<file path="config.mk">
export PLATFORM = sky130hd
export DESIGN_NAME = stage_ex_md_flat
export DESIGN_NICKNAME = d
export VERILOG_FILES = /design/src/rtl/core_pkg.sv /design/src/rtl/stage_ex_md_if.sv /design/src/rtl/alu.sv /design/src/rtl/stage_ex_md_muldiv.sv /design/src/rtl/stage_ex_md.sv /design/src/flat_wrapper.sv
export SDC_FILE = /design/constraint.sdc
export NUM_CORES = 2
export LEC_CHECK = 0
export BUFFER_PORTS_ARGS = -buffer_cell sky130_fd_sc_hd__buf_4
export CORE_MARGIN = 1.5
export CORE_UTILIZATION = 50
export DETAILED_ROUTE_END_ITERATION = 7
export GPL_TIMING_DRIVEN = 0
export PLACE_DENSITY = 0.73
export RECOVER_POWER = 25
export SLEW_MARGIN = 15
export SYNTH_ARGS = -nofsm -noshare
export SYNTH_HDL_FRONTEND = slang
export SYNTH_SLANG_ARGS = --single-unit
</file>
<file path="constraint.sdc">
create_clock -name clk -period 7.45 [get_ports clk]
set_input_delay 1.49 -clock clk [delete_from_list [all_inputs] [get_ports clk]]
set_output_delay 1.49 -clock clk [all_outputs]
set_load 0.02 [all_outputs]
</file>
<file path="src/rtl/core_pkg.sv">
// Shared core definitions: ALU op encodings, branch and M-extension funct3
// codes, the mul/div engine state type and a forwarding-match helper.
package core_pkg;

    localparam int XLEN_DEFAULT = 32;

    localparam logic [3:0] ALU_ADD   = 4'd0;
    localparam logic [3:0] ALU_SUB   = 4'd1;
    localparam logic [3:0] ALU_SLL   = 4'd2;
    localparam logic [3:0] ALU_SLT   = 4'd3;
    localparam logic [3:0] ALU_SLTU  = 4'd4;
    localparam logic [3:0] ALU_XOR   = 4'd5;
    localparam logic [3:0] ALU_SRL   = 4'd6;
    localparam logic [3:0] ALU_SRA   = 4'd7;
    localparam logic [3:0] ALU_OR    = 4'd8;
    localparam logic [3:0] ALU_AND   = 4'd9;
    localparam logic [3:0] ALU_PASSB = 4'd10;

    localparam logic [2:0] BR_BEQ  = 3'b000;
    localparam logic [2:0] BR_BNE  = 3'b001;
    localparam logic [2:0] BR_BLT  = 3'b100;
    localparam logic [2:0] BR_BGE  = 3'b101;
    localparam logic [2:0] BR_BLTU = 3'b110;
    localparam logic [2:0] BR_BGEU = 3'b111;

    localparam logic [2:0] MD_MUL    = 3'b000;
    localparam logic [2:0] MD_MULH   = 3'b001;
    localparam logic [2:0] MD_MULHSU = 3'b010;
    localparam logic [2:0] MD_MULHU  = 3'b011;
    localparam logic [2:0] MD_DIV    = 3'b100;
    localparam logic [2:0] MD_DIVU   = 3'b101;
    localparam logic [2:0] MD_REM    = 3'b110;
    localparam logic [2:0] MD_REMU   = 3'b111;

    typedef enum logic [1:0] {
        IDLE = 2'd0,
        MUL  = 2'd1,
        DIV  = 2'd2,
        DONE = 2'd3
    } md_state_t;

    // A forwarding source matches only when it writes a nonzero register
    // equal to the operand's register.
    function automatic logic fwd_hit(input logic we, input logic [4:0] src_rd,
                                     input logic [4:0] rs);
        return we && (src_rd != 5'd0) && (src_rd == rs);
    endfunction

endpackage

</file>
<file path="src/rtl/stage_ex_md_if.sv">
// ID/EX operands, forwarding sources, pipeline control and EX/MEM outputs
// of the execute stage. master = surrounding pipeline, slave = EX stage.
interface stage_ex_md_if #(
    parameter int XLEN = 32
);
    logic            stall_in;
    logic            flush_in;

    logic            id_valid;
    logic [XLEN-1:0] id_pc;
    logic [XLEN-1:0] id_rs1_val;
    logic [XLEN-1:0] id_rs2_val;
    logic [XLEN-1:0] id_imm;
    logic [4:0]      id_rs1;
    logic [4:0]      id_rs2;
    logic [4:0]      id_rd;
    logic            id_alu_src;
    logic            id_mem_read;
    logic            id_mem_write;
    logic            id_reg_write;
    logic            id_branch;
    logic            id_jal;
    logic            id_jalr;
    logic            id_md;
    logic [3:0]      id_alu_op;
    logic [2:0]      id_funct3;
    logic [6:0]      id_funct7;

    logic [XLEN-1:0] mem_fwd_data;
    logic [4:0]      mem_fwd_rd;
    logic            mem_fwd_we;
    logic [XLEN-1:0] wb_fwd_data;
    logic [4:0]      wb_fwd_rd;
    logic            wb_fwd_we;

    logic            md_busy;
    logic            redirect;
    logic [XLEN-1:0] redirect_pc;

    logic            ex_valid;
    logic            ex_mem_read;
    logic            ex_mem_write;
    logic            ex_reg_write;
    logic [XLEN-1:0] ex_pc;
    logic [XLEN-1:0] ex_result;
    logic [XLEN-1:0] ex_store_data;
    logic [4:0]      ex_rd;

    modport master (
        output stall_in, flush_in,
        output id_valid, id_pc, id_rs1_val, id_rs2_val, id_imm,
        output id_rs1, id_rs2, id_rd,
        output id_alu_src, id_mem_read, id_mem_write, id_reg_write,
        output id_branch, id_jal, id_jalr, id_md, id_alu_op, id_funct3, id_funct7,
        output mem_fwd_data, mem_fwd_rd, mem_fwd_we,
        output wb_fwd_data, wb_fwd_rd, wb_fwd_we,
        input  md_busy, redirect, redirect_pc,
        input  ex_valid, ex_mem_read, ex_mem_write, ex_reg_write,
        input  ex_pc, ex_result, ex_store_data, ex_rd
    );

    modport slave (
        input  stall_in, flush_in,
        input  id_valid, id_pc, id_rs1_val, id_rs2_val, id_imm,
        input  id_rs1, id_rs2, id_rd,
        input  id_alu_src, id_mem_read, id_mem_write, id_reg_write,
        input  id_branch, id_jal, id_jalr, id_md, id_alu_op, id_funct3, id_funct7,
        input  mem_fwd_data, mem_fwd_rd, mem_fwd_we,
        input  wb_fwd_data, wb_fwd_rd, wb_fwd_we,
        output md_busy, redirect, redirect_pc,
        output ex_valid, ex_mem_read, ex_mem_write, ex_reg_write,
        output ex_pc, ex_result, ex_store_data, ex_rd
    );

endinterface

</file>
<file path="src/rtl/alu.sv">
// Integer ALU for the execute stage.
module alu
    import core_pkg::*;
#(
    parameter int XLEN = XLEN_DEFAULT
) (
    input  logic [3:0]      alu_op,
    input  logic [XLEN-1:0] a,
    input  logic [XLEN-1:0] b,
    output logic [XLEN-1:0] y
);
    localparam int SHW = $clog2(XLEN);

    logic [SHW-1:0] shamt;

    assign shamt = b[SHW-1:0];

    // Operation select.
    always_comb begin
        y = '0;
        case (alu_op)
            ALU_ADD:   y = a + b;
            ALU_SUB:   y = a - b;
            ALU_SLL:   y = a << shamt;
            ALU_SLT:   y = {{(XLEN-1){1'b0}}, ($signed(a) < $signed(b))};
            ALU_SLTU:  y = {{(XLEN-1){1'b0}}, (a < b)};
            ALU_XOR:   y = a ^ b;
            ALU_SRL:   y = a >> shamt;
            ALU_SRA:   y = $unsigned($signed(a) >>> shamt);
            ALU_OR:    y = a | b;
            ALU_AND:   y = a & b;
            ALU_PASSB: y = b;
            default:   y = '0;
        endcase
    end

endmodule

</file>
<file path="src/rtl/stage_ex_md_muldiv.sv">
// Iterative multiply/divide engine: one shift-add or restoring-subtract
// step per cycle on operand magnitudes, sign fix applied on the way out.
//
// state | meaning
// IDLE  | waiting for start
// MUL   | shift-add iterations, counter runs XLEN..1
// DIV   | restoring-divide iterations, counter runs XLEN..1
// DONE  | result valid; waits here while hold is high
module muldiv_iter
    import core_pkg::*;
#(
    parameter int XLEN = XLEN_DEFAULT
) (
    input  logic            clk,
    input  logic            reset_n,
    input  logic            start,
    input  logic            flush,
    input  logic            hold,
    input  logic [2:0]      funct3,
    input  logic [4:0]      rd_in,
    input  logic [XLEN-1:0] op_a,
    input  logic [XLEN-1:0] op_b,
    output logic            busy,
    output logic            done,
    output logic [XLEN-1:0] result,
    output logic [4:0]      rd_out
);
    localparam int             CW       = $clog2(XLEN + 1);
    localparam logic [CW-1:0] CNT_LOAD = CW'(XLEN);

    md_state_t       state, state_nxt;
    logic [CW-1:0]   cnt;
    logic [XLEN-1:0] acc_hi;
    logic [XLEN-1:0] acc_lo;
    logic [XLEN-1:0] opnd;
    logic [2:0]      f3_q;
    logic [4:0]      rd_q;
    logic            neg_res, neg_rem, div_zero;

    logic            a_signed, b_signed, a_neg, b_neg;
    logic [XLEN-1:0] a_abs, b_abs;
    logic [XLEN:0]   mul_sum, div_shift, div_diff;
    logic [2*XLEN-1:0] prod, prod_fix;
    logic [XLEN-1:0] quot_fix, rem_fix;

    // Operand signedness and magnitudes captured at start.
    always_comb begin
        a_signed = (funct3 == MD_MUL) || (funct3 == MD_MULH) || (funct3 == MD_MULHSU) ||
                   (funct3 == MD_DIV) || (funct3 == MD_REM);
        b_signed = (funct3 == MD_MUL) || (funct3 == MD_MULH) ||
                   (funct3 == MD_DIV) || (funct3 == MD_REM);
        a_neg    = a_signed && op_a[XLEN-1];
        b_neg    = b_signed && op_b[XLEN-1];
        a_abs    = a_neg ? (~op_a + 1'b1) : op_a;
        b_abs    = b_neg ? (~op_b + 1'b1) : op_b;
    end

    // One iteration of each algorithm.
    always_comb begin
        mul_sum   = {1'b0, acc_hi} + (acc_lo[0] ? {1'b0, opnd} : '0);
        div_shift = {acc_hi, acc_lo[XLEN-1]};
        div_diff  = div_shift - {1'b0, opnd};
    end

    // State register.
    always_ff @(posedge clk) begin
        if (!reset_n) state <= IDLE;
        else          state <= state_nxt;
    end

    // Next-state logic; flush aborts from any state.
    always_comb begin
        state_nxt = state;
        case (state)
            IDLE:     if (start) state_nxt = funct3[2] ? DIV : MUL;
            MUL, DIV: if (cnt == CW'(1)) state_nxt = DONE;
            DONE:     if (!hold) state_nxt = IDLE;
            default:  state_nxt = IDLE;
        endcase
        if (flush) state_nxt = IDLE;
    end

    // Counter and shift/accumulate registers.
    always_ff @(posedge clk) begin
        if (!reset_n) begin
            cnt      <= '0;
            acc_hi   <= '0;
            acc_lo   <= '0;
            opnd     <= '0;
            f3_q     <= '0;
            rd_q     <= '0;
            neg_res  <= 1'b0;
            neg_rem  <= 1'b0;
            div_zero <= 1'b0;
        end else begin
            case (state)
                IDLE: if (start && !flush) begin
                    cnt      <= CNT_LOAD;
                    acc_hi   <= '0;
                    acc_lo   <= a_abs;
                    opnd     <= b_abs;
                    f3_q     <= funct3;
                    rd_q     <= rd_in;
                    neg_res  <= a_neg ^ b_neg;
                    neg_rem  <= a_neg;
                    div_zero <= (op_b == '0);
                end
                MUL: begin
                    cnt    <= cnt - 1'b1;
                    acc_hi <= mul_sum[XLEN:1];
                    acc_lo <= {mul_sum[0], acc_lo[XLEN-1:1]};
                end
                DIV: begin
                    cnt <= cnt - 1'b1;
                    if (!div_diff[XLEN]) begin
                        acc_hi <= div_diff[XLEN-1:0];
                        acc_lo <= {acc_lo[XLEN-2:0], 1'b1};
                    end else begin
                        acc_hi <= div_shift[XLEN-1:0];
                        acc_lo <= {acc_lo[XLEN-2:0], 1'b0};
                    end
                end
                default: ;
            endcase
        end
    end

    // Sign correction and result select. Divide by zero forces an
    // all-ones quotient; the remainder path already yields the dividend.
    always_comb begin
        prod     = {acc_hi, acc_lo};
        prod_fix = neg_res ? (~prod + 1'b1) : prod;
        quot_fix = div_zero ? '1 : (neg_res ? (~acc_lo + 1'b1) : acc_lo);
        rem_fix  = neg_rem ? (~acc_hi + 1'b1) : acc_hi;
        case (f3_q)
            MD_MUL:                      result = prod_fix[XLEN-1:0];
            MD_MULH, MD_MULHSU, MD_MULHU: result = prod_fix[2*XLEN-1:XLEN];
            MD_DIV, MD_DIVU:             result = quot_fix;
            default:                     result = rem_fix;
        endcase
    end

    assign busy   = (state == MUL) || (state == DIV);
    assign done   = (state == DONE);
    assign rd_out = rd_q;

endmodule

</file>
<file path="src/rtl/stage_ex_md.sv">
// Execute stage with operand forwarding, branch/jump resolution and an
// optional iterative mul/div engine, registering into the EX/MEM latch.
module stage_ex_md
    import core_pkg::*;
#(
    parameter int XLEN  = XLEN_DEFAULT,
    parameter bit MD_EN = 1'b1
) (
    input  logic         clk,
    input  logic         reset_n,
    stage_ex_md_if.slave bus
);
    logic [XLEN-1:0] fwd_rs1, fwd_rs2, alu_b, alu_y;
    logic [XLEN-1:0] link_pc, jalr_sum, br_target;
    logic            br_cond, taken, is_md;
    logic            md_idle, md_start, md_eng_busy, md_done;
    logic [XLEN-1:0] md_result;
    logic [4:0]      md_rd;

    logic            ex_valid_q, ex_mem_read_q, ex_mem_write_q, ex_reg_write_q;
    logic [XLEN-1:0] ex_pc_q, ex_result_q, ex_store_data_q;
    logic [4:0]      ex_rd_q;

    // funct7 is already folded into alu_op / id_md by the decoder.
    logic unused_funct7;
    assign unused_funct7 = ^bus.id_funct7;

    // Operand forwarding, MEM source ahead of WB.
    always_comb begin
        fwd_rs1 = bus.id_rs1_val;
        if (fwd_hit(bus.mem_fwd_we, bus.mem_fwd_rd, bus.id_rs1))
            fwd_rs1 = bus.mem_fwd_data;
        else if (fwd_hit(bus.wb_fwd_we, bus.wb_fwd_rd, bus.id_rs1))
            fwd_rs1 = bus.wb_fwd_data;

        fwd_rs2 = bus.id_rs2_val;
        if (fwd_hit(bus.mem_fwd_we, bus.mem_fwd_rd, bus.id_rs2))
            fwd_rs2 = bus.mem_fwd_data;
        else if (fwd_hit(bus.wb_fwd_we, bus.wb_fwd_rd, bus.id_rs2))
            fwd_rs2 = bus.wb_fwd_data;
    end

    assign alu_b = bus.id_alu_src ? bus.id_imm : fwd_rs2;

    alu #(.XLEN(XLEN)) u_alu (
        .alu_op (bus.id_alu_op),
        .a      (fwd_rs1),
        .b      (alu_b),
        .y      (alu_y)
    );

    // Branch condition compare.
    always_comb begin
        case (bus.id_funct3)
            BR_BEQ:  br_cond = (fwd_rs1 == fwd_rs2);
            BR_BNE:  br_cond = (fwd_rs1 != fwd_rs2);
            BR_BLT:  br_cond = ($signed(fwd_rs1) <  $signed(fwd_rs2));
            BR_BGE:  br_cond = ($signed(fwd_rs1) >= $signed(fwd_rs2));
            BR_BLTU: br_cond = (fwd_rs1 <  fwd_rs2);
            BR_BGEU: br_cond = (fwd_rs1 >= fwd_rs2);
            default: br_cond = 1'b0;
        endcase
    end

    assign taken           = bus.id_branch && br_cond;
    assign link_pc         = bus.id_pc + XLEN'(4);
    assign jalr_sum        = fwd_rs1 + bus.id_imm;
    assign br_target       = bus.id_pc + bus.id_imm;
    assign bus.redirect    = bus.id_valid && !bus.flush_in &&
                             (taken || bus.id_jal || bus.id_jalr);
    assign bus.redirect_pc = bus.id_jalr ? {jalr_sum[XLEN-1:1], 1'b0} : br_target;

    assign is_md    = MD_EN && bus.id_md;
    assign md_idle  = !md_eng_busy && !md_done;
    assign md_start = bus.id_valid && is_md && !bus.flush_in && md_idle;
    assign bus.md_busy = (md_idle && bus.id_valid && is_md) || md_eng_busy;

    generate
        if (MD_EN) begin : g_md
            muldiv_iter #(.XLEN(XLEN)) u_muldiv (
                .clk     (clk),
                .reset_n (reset_n),
                .start   (md_start),
                .flush   (bus.flush_in),
                .hold    (bus.stall_in),
                .funct3  (bus.id_funct3),
                .rd_in   (bus.id_rd),
                .op_a    (fwd_rs1),
                .op_b    (fwd_rs2),
                .busy    (md_eng_busy),
                .done    (md_done),
                .result  (md_result),
                .rd_out  (md_rd)
            );
        end else begin : g_no_md
            assign md_eng_busy = 1'b0;
            assign md_done     = 1'b0;
            assign md_result   = '0;
            assign md_rd       = '0;
        end
    endgenerate

    // EX/MEM latch: flush beats stall; a finished mul/div retires only
    // when not stalled; an engine in flight loads bubbles.
    always_ff @(posedge clk) begin
        if (!reset_n || bus.flush_in) begin
            ex_valid_q      <= 1'b0;
            ex_mem_read_q   <= 1'b0;
            ex_mem_write_q  <= 1'b0;
            ex_reg_write_q  <= 1'b0;
            ex_pc_q         <= '0;
            ex_result_q     <= '0;
            ex_store_data_q <= '0;
            ex_rd_q         <= '0;
        end else if (bus.stall_in) begin
            ex_valid_q <= ex_valid_q;
        end else if (md_done) begin
            ex_valid_q      <= 1'b1;
            ex_mem_read_q   <= 1'b0;
            ex_mem_write_q  <= 1'b0;
            ex_reg_write_q  <= 1'b1;
            ex_pc_q         <= bus.id_pc;
            ex_result_q     <= md_result;
            ex_store_data_q <= '0;
            ex_rd_q         <= md_rd;
        end else if (md_eng_busy || md_start) begin
            ex_valid_q      <= 1'b0;
            ex_mem_read_q   <= 1'b0;
            ex_mem_write_q  <= 1'b0;
            ex_reg_write_q  <= 1'b0;
            ex_pc_q         <= '0;
            ex_result_q     <= '0;
            ex_store_data_q <= '0;
            ex_rd_q         <= '0;
        end else begin
            ex_valid_q      <= bus.id_valid;
            ex_mem_read_q   <= bus.id_valid && bus.id_mem_read;
            ex_mem_write_q  <= bus.id_valid && bus.id_mem_write;
            ex_reg_write_q  <= bus.id_valid && bus.id_reg_write;
            ex_pc_q         <= bus.id_pc;
            ex_result_q     <= (bus.id_jal || bus.id_jalr) ? link_pc : alu_y;
            ex_store_data_q <= fwd_rs2;
            ex_rd_q         <= bus.id_rd;
        end
    end

    assign bus.ex_valid      = ex_valid_q;
    assign bus.ex_mem_read   = ex_mem_read_q;
    assign bus.ex_mem_write  = ex_mem_write_q;
    assign bus.ex_reg_write  = ex_reg_write_q;
    assign bus.ex_pc         = ex_pc_q;
    assign bus.ex_result     = ex_result_q;
    assign bus.ex_store_data = ex_store_data_q;
    assign bus.ex_rd         = ex_rd_q;

endmodule

</file>
<file path="src/flat_wrapper.sv">
// flat-port wrapper written by rule: the top's interface ports become plain ports
module stage_ex_md_flat import core_pkg::*;
#(
    parameter int XLEN  = XLEN_DEFAULT,
    parameter bit MD_EN = 1'b1
)
  (clk, reset_n, bus_stall_in, bus_flush_in, bus_id_valid, bus_id_pc, bus_id_rs1_val, bus_id_rs2_val, bus_id_imm, bus_id_rs1, bus_id_rs2, bus_id_rd, bus_id_alu_src, bus_id_mem_read, bus_id_mem_write, bus_id_reg_write, bus_id_branch, bus_id_jal, bus_id_jalr, bus_id_md, bus_id_alu_op, bus_id_funct3, bus_id_funct7, bus_mem_fwd_data, bus_mem_fwd_rd, bus_mem_fwd_we, bus_wb_fwd_data, bus_wb_fwd_rd, bus_wb_fwd_we, bus_md_busy, bus_redirect, bus_redirect_pc, bus_ex_valid, bus_ex_mem_read, bus_ex_mem_write, bus_ex_reg_write, bus_ex_pc, bus_ex_result, bus_ex_store_data, bus_ex_rd);
  stage_ex_md_if #(.XLEN(XLEN)) bus_i ();
  input  logic clk;
  input  logic reset_n;
  input wire logic [$bits(bus_i.stall_in)-1:0] bus_stall_in;
  input wire logic [$bits(bus_i.flush_in)-1:0] bus_flush_in;
  input wire logic [$bits(bus_i.id_valid)-1:0] bus_id_valid;
  input wire logic [$bits(bus_i.id_pc)-1:0] bus_id_pc;
  input wire logic [$bits(bus_i.id_rs1_val)-1:0] bus_id_rs1_val;
  input wire logic [$bits(bus_i.id_rs2_val)-1:0] bus_id_rs2_val;
  input wire logic [$bits(bus_i.id_imm)-1:0] bus_id_imm;
  input wire logic [$bits(bus_i.id_rs1)-1:0] bus_id_rs1;
  input wire logic [$bits(bus_i.id_rs2)-1:0] bus_id_rs2;
  input wire logic [$bits(bus_i.id_rd)-1:0] bus_id_rd;
  input wire logic [$bits(bus_i.id_alu_src)-1:0] bus_id_alu_src;
  input wire logic [$bits(bus_i.id_mem_read)-1:0] bus_id_mem_read;
  input wire logic [$bits(bus_i.id_mem_write)-1:0] bus_id_mem_write;
  input wire logic [$bits(bus_i.id_reg_write)-1:0] bus_id_reg_write;
  input wire logic [$bits(bus_i.id_branch)-1:0] bus_id_branch;
  input wire logic [$bits(bus_i.id_jal)-1:0] bus_id_jal;
  input wire logic [$bits(bus_i.id_jalr)-1:0] bus_id_jalr;
  input wire logic [$bits(bus_i.id_md)-1:0] bus_id_md;
  input wire logic [$bits(bus_i.id_alu_op)-1:0] bus_id_alu_op;
  input wire logic [$bits(bus_i.id_funct3)-1:0] bus_id_funct3;
  input wire logic [$bits(bus_i.id_funct7)-1:0] bus_id_funct7;
  input wire logic [$bits(bus_i.mem_fwd_data)-1:0] bus_mem_fwd_data;
  input wire logic [$bits(bus_i.mem_fwd_rd)-1:0] bus_mem_fwd_rd;
  input wire logic [$bits(bus_i.mem_fwd_we)-1:0] bus_mem_fwd_we;
  input wire logic [$bits(bus_i.wb_fwd_data)-1:0] bus_wb_fwd_data;
  input wire logic [$bits(bus_i.wb_fwd_rd)-1:0] bus_wb_fwd_rd;
  input wire logic [$bits(bus_i.wb_fwd_we)-1:0] bus_wb_fwd_we;
  output wire logic [$bits(bus_i.md_busy)-1:0] bus_md_busy;
  output wire logic [$bits(bus_i.redirect)-1:0] bus_redirect;
  output wire logic [$bits(bus_i.redirect_pc)-1:0] bus_redirect_pc;
  output wire logic [$bits(bus_i.ex_valid)-1:0] bus_ex_valid;
  output wire logic [$bits(bus_i.ex_mem_read)-1:0] bus_ex_mem_read;
  output wire logic [$bits(bus_i.ex_mem_write)-1:0] bus_ex_mem_write;
  output wire logic [$bits(bus_i.ex_reg_write)-1:0] bus_ex_reg_write;
  output wire logic [$bits(bus_i.ex_pc)-1:0] bus_ex_pc;
  output wire logic [$bits(bus_i.ex_result)-1:0] bus_ex_result;
  output wire logic [$bits(bus_i.ex_store_data)-1:0] bus_ex_store_data;
  output wire logic [$bits(bus_i.ex_rd)-1:0] bus_ex_rd;
  assign bus_i.stall_in = bus_stall_in;
  assign bus_i.flush_in = bus_flush_in;
  assign bus_i.id_valid = bus_id_valid;
  assign bus_i.id_pc = bus_id_pc;
  assign bus_i.id_rs1_val = bus_id_rs1_val;
  assign bus_i.id_rs2_val = bus_id_rs2_val;
  assign bus_i.id_imm = bus_id_imm;
  assign bus_i.id_rs1 = bus_id_rs1;
  assign bus_i.id_rs2 = bus_id_rs2;
  assign bus_i.id_rd = bus_id_rd;
  assign bus_i.id_alu_src = bus_id_alu_src;
  assign bus_i.id_mem_read = bus_id_mem_read;
  assign bus_i.id_mem_write = bus_id_mem_write;
  assign bus_i.id_reg_write = bus_id_reg_write;
  assign bus_i.id_branch = bus_id_branch;
  assign bus_i.id_jal = bus_id_jal;
  assign bus_i.id_jalr = bus_id_jalr;
  assign bus_i.id_md = bus_id_md;
  assign bus_i.id_alu_op = bus_id_alu_op;
  assign bus_i.id_funct3 = bus_id_funct3;
  assign bus_i.id_funct7 = bus_id_funct7;
  assign bus_i.mem_fwd_data = bus_mem_fwd_data;
  assign bus_i.mem_fwd_rd = bus_mem_fwd_rd;
  assign bus_i.mem_fwd_we = bus_mem_fwd_we;
  assign bus_i.wb_fwd_data = bus_wb_fwd_data;
  assign bus_i.wb_fwd_rd = bus_wb_fwd_rd;
  assign bus_i.wb_fwd_we = bus_wb_fwd_we;
  assign bus_md_busy = bus_i.md_busy;
  assign bus_redirect = bus_i.redirect;
  assign bus_redirect_pc = bus_i.redirect_pc;
  assign bus_ex_valid = bus_i.ex_valid;
  assign bus_ex_mem_read = bus_i.ex_mem_read;
  assign bus_ex_mem_write = bus_i.ex_mem_write;
  assign bus_ex_reg_write = bus_i.ex_reg_write;
  assign bus_ex_pc = bus_i.ex_pc;
  assign bus_ex_result = bus_i.ex_result;
  assign bus_ex_store_data = bus_i.ex_store_data;
  assign bus_ex_rd = bus_i.ex_rd;
  stage_ex_md #(.XLEN(XLEN), .MD_EN(MD_EN)) u_core (.clk(clk), .reset_n(reset_n), .bus(bus_i));
endmodule
</file>
==> flow_metrics.py, run 1 <==
metrics = {
    "placed_design": {
        "gp_congestion": 1.272,
        "io_buffers": 373,
        "dpl_cell_area_mm2": 0.03705,
        "dp.cells": 5968,
        "hpwl_um": 166300,
        "detailedPlace.worstSlack_ns": -1.917,
    },
    "synth": {
        "yosysSeqAreaShare_pct": 13.43,
        "ys_ff_latch": 220,
        "synth_cell_type_count": 120,
        "netlist_top_cells_area": "dfxtp_1 (13%), ha_1 (9.6%), a21oi_1 (6.3%)",
        "synth_top_area_share_pct": 13.43,
        "netlist_area_mm2": 0.03281,
        "yosysWarnings": 0,
        "post-synth-top-area-cell": "dfxtp_1",
        "synthesis.nets": 5230,
        "ys.flop_type": "dfxtp_1",
        "postSynthAreaPerCell_um2": 6.941,
        "synth-edff-count": 0,
        "synth_cells": 4726,
        "async_flop_share_pct": 0,
    },
    "clocking": {
        "numCtsBuffers": 28,
        "cts-root-buf": "clkbuf_16",
        "cts_sinks": 220,
        "clock_path_buffers": 3,
        "htreeDepth": 1,
        "ctsHoldBuffers": 0,
    },
    "floorplan": {
        "die_h_um": 259.1,
        "io_pins": 385,
        "start_util_pct": 50.71,
        "dieWidth_um": 259.1,
        "row_count": 93,
    },
    "run_status": {
        "error_message": "[ERROR GRT-0232] Routing congestion too high. Check the congestion heatmap in the GUI.",
        "haltStage": "global routing",
        "status": "aborted with a tool error",
    },
    "sta": {
        "endpoint_type": "top-level output",
        "crit_endpoint": "bus_redirect_pc[30]",
    },
    "global_route": {
        "grt_max_degree": 20,
        "overflow": 76,
        "track_usage_pct": 72.50,
    },
}
layer usage:
layer	global-route usage (%)	overflow
met5	31.13	1
met4	62.81	38
met3	57.29	7
met2	87.69	25
met1	76.66	5
synthesized netlist by cell type, types with 50 or more instances:
master,instances
o31ai_1,59
o21ai_0,365
nor4_1,50
clkbuf_1,247
xor2_1,112
a31oi_1,86
inv_1,200
nor3_1,106
nand2_1,438
nand3_1,134
a22oi_1,132
xnor2_1,198
dfxtp_1,220
nor2_1,467
mux2i_1,100
a21o_1,104
ha_1,253
a211oi_1,91
a21oi_1,415
o211ai_1,76
what timing repair did:
action,CTS
setup endpoints to repair,47
gates cloned,1
gates resized for setup,232
pin swaps,48
buffers inserted,69
logic make-up after synthesis:
kind of cell    Yosys count  synth area share [%]
simple gates           1518                 21.97
flops                   220                 13.43
compound gates         1748                 35.32
xor+xnor                310                 8.276
mux                     133                 4.394
buf+inv                 538                 6.629
fa+ha+maj               259                 9.985
metrics by stage:
stage	setup TNS, ns	hold WS, ns	util (%)
2_1_floorplan	0	0.4365	-
3_3_place_gp	-61.35	0.4426	56.71
3_5_place_dp	-55.11	0.4519	57.26
4_1_cts	0	0.4742	61.17
==> run 2: changes to the inputs <==
--- a/config.mk
+++ b/config.mk
@@ -7,10 +7,10 @@
 export LEC_CHECK = 0
 export BUFFER_PORTS_ARGS = -buffer_cell sky130_fd_sc_hd__buf_4
 export CORE_MARGIN = 1.5
-export CORE_UTILIZATION = 50
+export CORE_UTILIZATION = 35
 export DETAILED_ROUTE_END_ITERATION = 7
 export GPL_TIMING_DRIVEN = 0
-export PLACE_DENSITY = 0.73
+export PLACE_DENSITY_LB_ADDON = 0.15
 export RECOVER_POWER = 25
 export SLEW_MARGIN = 15
 export SYNTH_ARGS = -nofsm -noshare
==> constraint.sdc (replaced) <==
create_clock -name clk -period 9.7 [get_ports clk]
set_input_delay 1.94 -clock clk [delete_from_list [all_inputs] [get_ports clk]]
set_output_delay 1.94 -clock clk [all_outputs]
set_load 0.02 [all_outputs]
==> flow_metrics.py, run 2 <==
metrics = {
    "synth": {
        "netlist_area_mm2": 0.03281,
        "netlist_top_cells_area": "dfxtp_1 (13%), ha_1 (9.6%), a21oi_1 (6.3%)",
        "ys_ff_latch": 220,
        "synth-edff-count": 0,
        "postSynthAreaPerCell_um2": 6.941,
        "async_flop_share_pct": 0,
        "synthesis.nets": 5230,
        "yosysWarnings": 0,
        "post-synth-top-area-cell": "dfxtp_1",
        "synth_cell_type_count": 120,
        "synth_cells": 4726,
        "synth_top_area_share_pct": 13.43,
        "synth.most_common_cell": "nor2_1",
        "ys_top_cells_by_count": "nor2_1 (467), nand2_1 (438), a21oi_1 (415)",
        "ys.flop_type": "dfxtp_1",
        "yosysSeqAreaShare_pct": 13.43,
    },
    "sta": {
        "worst_hold_slack_ns": 0.4599,
        "finalCriticalPeriod_ns": 9.641,
        "setup_tns_ns": 0,
        "finalCritPeriodShare_pct": 99.39,
        "setup_violations": 0,
        "clock.fmax_mhz": 103.7,
        "hold_violations": 0,
        "setup_slack_ns": 0.05947,
        "relSlewSlack_pct": 7.344,
        "tightest_slew_ns": 1.375,
        "slew_viol_final": 0,
        "skew_ns": 0.03305,
        "rsz0062_at_grt": "false",
    },
    "worst_setup_path": {
        "cpPeakStageDelay_ns": 0.68,
        "worstSetupEndpoint": "bus_redirect",
        "cp-startpoint": "bus_id_rs2[2]",
        "crit_arrival_ns": 7.70,
        "rr_worst_depth": 16,
        "crit_type": "in2out",
        "worstPathCellList": "buf_4, xor2_1, or4b_1, nor2_2, buf_6, buf_4, mux2i_1, o21ai_0, inv_1, ha_1, a21o_1, a21o_1, a21oi_1, nor2b_1, o21ai_0, nand2b_1, a221o_1, a211oi_2, xor2_1, a21oi_1, o2bb2ai_1, buf_4",
        "cpMostUsedCell": "buf_4",
        "r2r-start": "u_core.g_md.u_muldiv.acc_lo[0]",
        "critPathSlowestCell": "or4b_1",
        "setup.worst_path.end_class": "primary output",
        "critPathLaunchType": "input pin",
        "cp.required_ns": 7.76,
        "regToRegEndpoint": "u_core.bus.ex_result[22]",
        "crit_fanout": 10,
        "rrSetupSlack_ns": 3.33,
    },
    "drt": {
        "drtIter0Drc": 5826,
        "vias": 42690,
        "drt_wl_total_um": 230500,
        "viasPerCell": 6.632,
        "wire_per_inst_um": 35.81,
        "drt-pass1-iter-count": 8,
        "drcViolationCount": 1,
        "antenna_left": 0,
    },
    "floorplan": {
        "die_area_mm2": 0.09557,
        "row_count": 112,
        "start_util_pct": 35.26,
        "die_h_um": 309.2,
        "io_pins": 385,
        "dieWidth_um": 309.2,
        "core_mm2": 0.09305,
    },
    "power": {
        "p_total_mw": 4.928,
        "p_leak_nw": 15.47,
        "ir_drop_mv": 0.1584,
        "power_density_mw_per_mm2": 127.2,
    },
    "clocking": {
        "cts_tree": "yes",
        "cts-root-buf": "clkbuf_16",
        "clock_path_buffers": 3,
        "numCtsBuffers": 29,
        "cts_sinks": 220,
        "htreeDepth": 1,
        "clk_pin_slew_ns": 0.06,
        "clock_latency_ns": 0.66,
    },
    "run_status": {
        "violations": "design-rule violations",
        "status": "finished, violations left",
    },
    "global_route": {
        "track_usage_pct": 46.44,
        "grt_pass1_vias": 39410,
        "antenna_found_initial": 13,
        "grt_max_degree": 16,
        "grt_pass1_wl_um": 312300,
        "overflow": 0,
    },
    "placed_design": {
        "gp_congestion": 1.091,
        "hpwl_um": 189800,
        "dp.cells": 6372,
        "io_buffers": 373,
        "dpl_cell_area_mm2": 0.03781,
        "detailedPlace.worstSlack_ns": -0.8222,
    },
    "final_layout": {
        "stdcell_area_mm2": 0.03875,
        "fillCellCount": 10140,
        "area_growth_pct": 18.11,
        "fin_nets": 5659,
        "fin_util_pct": 41.64,
        "final_cell_mix": "nor2_1 (466), nand2_1 (438), a21oi_1 (408)",
        "layout-drive-gt1-share_pct": 11.69,
        "final_common_cell": "nor2_1",
        "fin_cells": 6437,
    },
    "min_path": {
        "hp-class": "reg2reg",
    },
    "flow_run": {
        "maxCapViolCount": 0,
    },
}
[run 2: cell counts after synthesis]
No cell type changed its count.
[run 2: worst max-delay path, delay by kind of cell]
| family | cells | cell delay [ns] |
|---|---|---|
| AOI/OAI and AO/OA | 9 | 2.51 |
| xor gates and xnor gates | 2 | 0.42 |
| adders and majority gates | 1 | 0.38 |
| buffers and inverters | 5 | 1.11 |
| muxes | 1 | 0.11 |
| and+or+nand+nor | 4 | 1.21 |
[run 2: layout make-up]
type / count / area, um2 / share of cell area, %
diodes: 7 / 17.52 / 0.04521
well taps: 1254 / 1569 / 4.049
plain buffers: 330 / 1413 / 3.646
inverters: 208 / 793.3 / 2.047
repair buffers: 398 / 2841 / 7.333
clock buffers: 37 / 815.8 / 2.105
flip-flops and latches: 220 / 4404 / 11.37
clock inverters: 15 / 256.5 / 0.6620
multi-input cells: 3968 / 26640 / 68.75
[run 2: layer usage]
| metal | track usage [%] | vias up | part of all wire, % |
|---|---|---|---|
| met2 | 71.32 | 2876 | 42 |
| met1 | 56.28 | 20710 | 38 |
| met4 | 32.28 | 8 | 8.4 |
| met5 | 0 | - | 0.026 |
| met3 | 12.43 | 666 | 11 |
| li1 | - | 18430 | - |
[run 2: report_power, final]
group	switching (mW)	internal [mW]
Combinational	1.89	0.797
Sequential	0.0321	0.943
Clock	0.513	0.754
[run 2: what timing repair did]
action | 4_1_cts | 5_1_grt
hold buffers | 0 | 0
buffers inserted | 0 | 6
setup endpoints to repair | 3 | 17
gates resized for setup | 8 | 24
pin swaps | 0 | 1
[run 2: worst min-delay path by stage]
stage                                   startpoint                              to  slack (ns)  depth (start not counted)
floorplan           u_core.g_md.u_muldiv.rd_out[0]  u_core.g_md.u_muldiv.rd_out[0]        0.44                          2
global placement    u_core.g_md.u_muldiv.rd_out[3]  u_core.g_md.u_muldiv.rd_out[3]        0.44                          2
detailed placement  u_core.g_md.u_muldiv.rd_out[4]  u_core.g_md.u_muldiv.rd_out[4]        0.45                          2
CTS                 u_core.g_md.u_muldiv.rd_out[4]  u_core.g_md.u_muldiv.rd_out[4]        0.46                          2
global route        u_core.g_md.u_muldiv.rd_out[2]  u_core.g_md.u_muldiv.rd_out[2]        0.49                          2
finish              u_core.g_md.u_muldiv.rd_out[4]  u_core.g_md.u_muldiv.rd_out[4]        0.46                          2
[run 2: kinds of logic after synthesis]
kind of cell / after synthesis / share of synthesized area (%)
multiplexers: 133 / 4.394
buffers and inverters: 538 / 6.629
AND/OR/NAND/NOR: 1518 / 21.97
AO/OA/AOI/OAI: 1748 / 35.32
flip-flops: 220 / 13.43
adder cells (fa/ha/maj): 259 / 9.985
XOR/XNOR: 310 / 8.276
(Power assumes the default switching activity.)
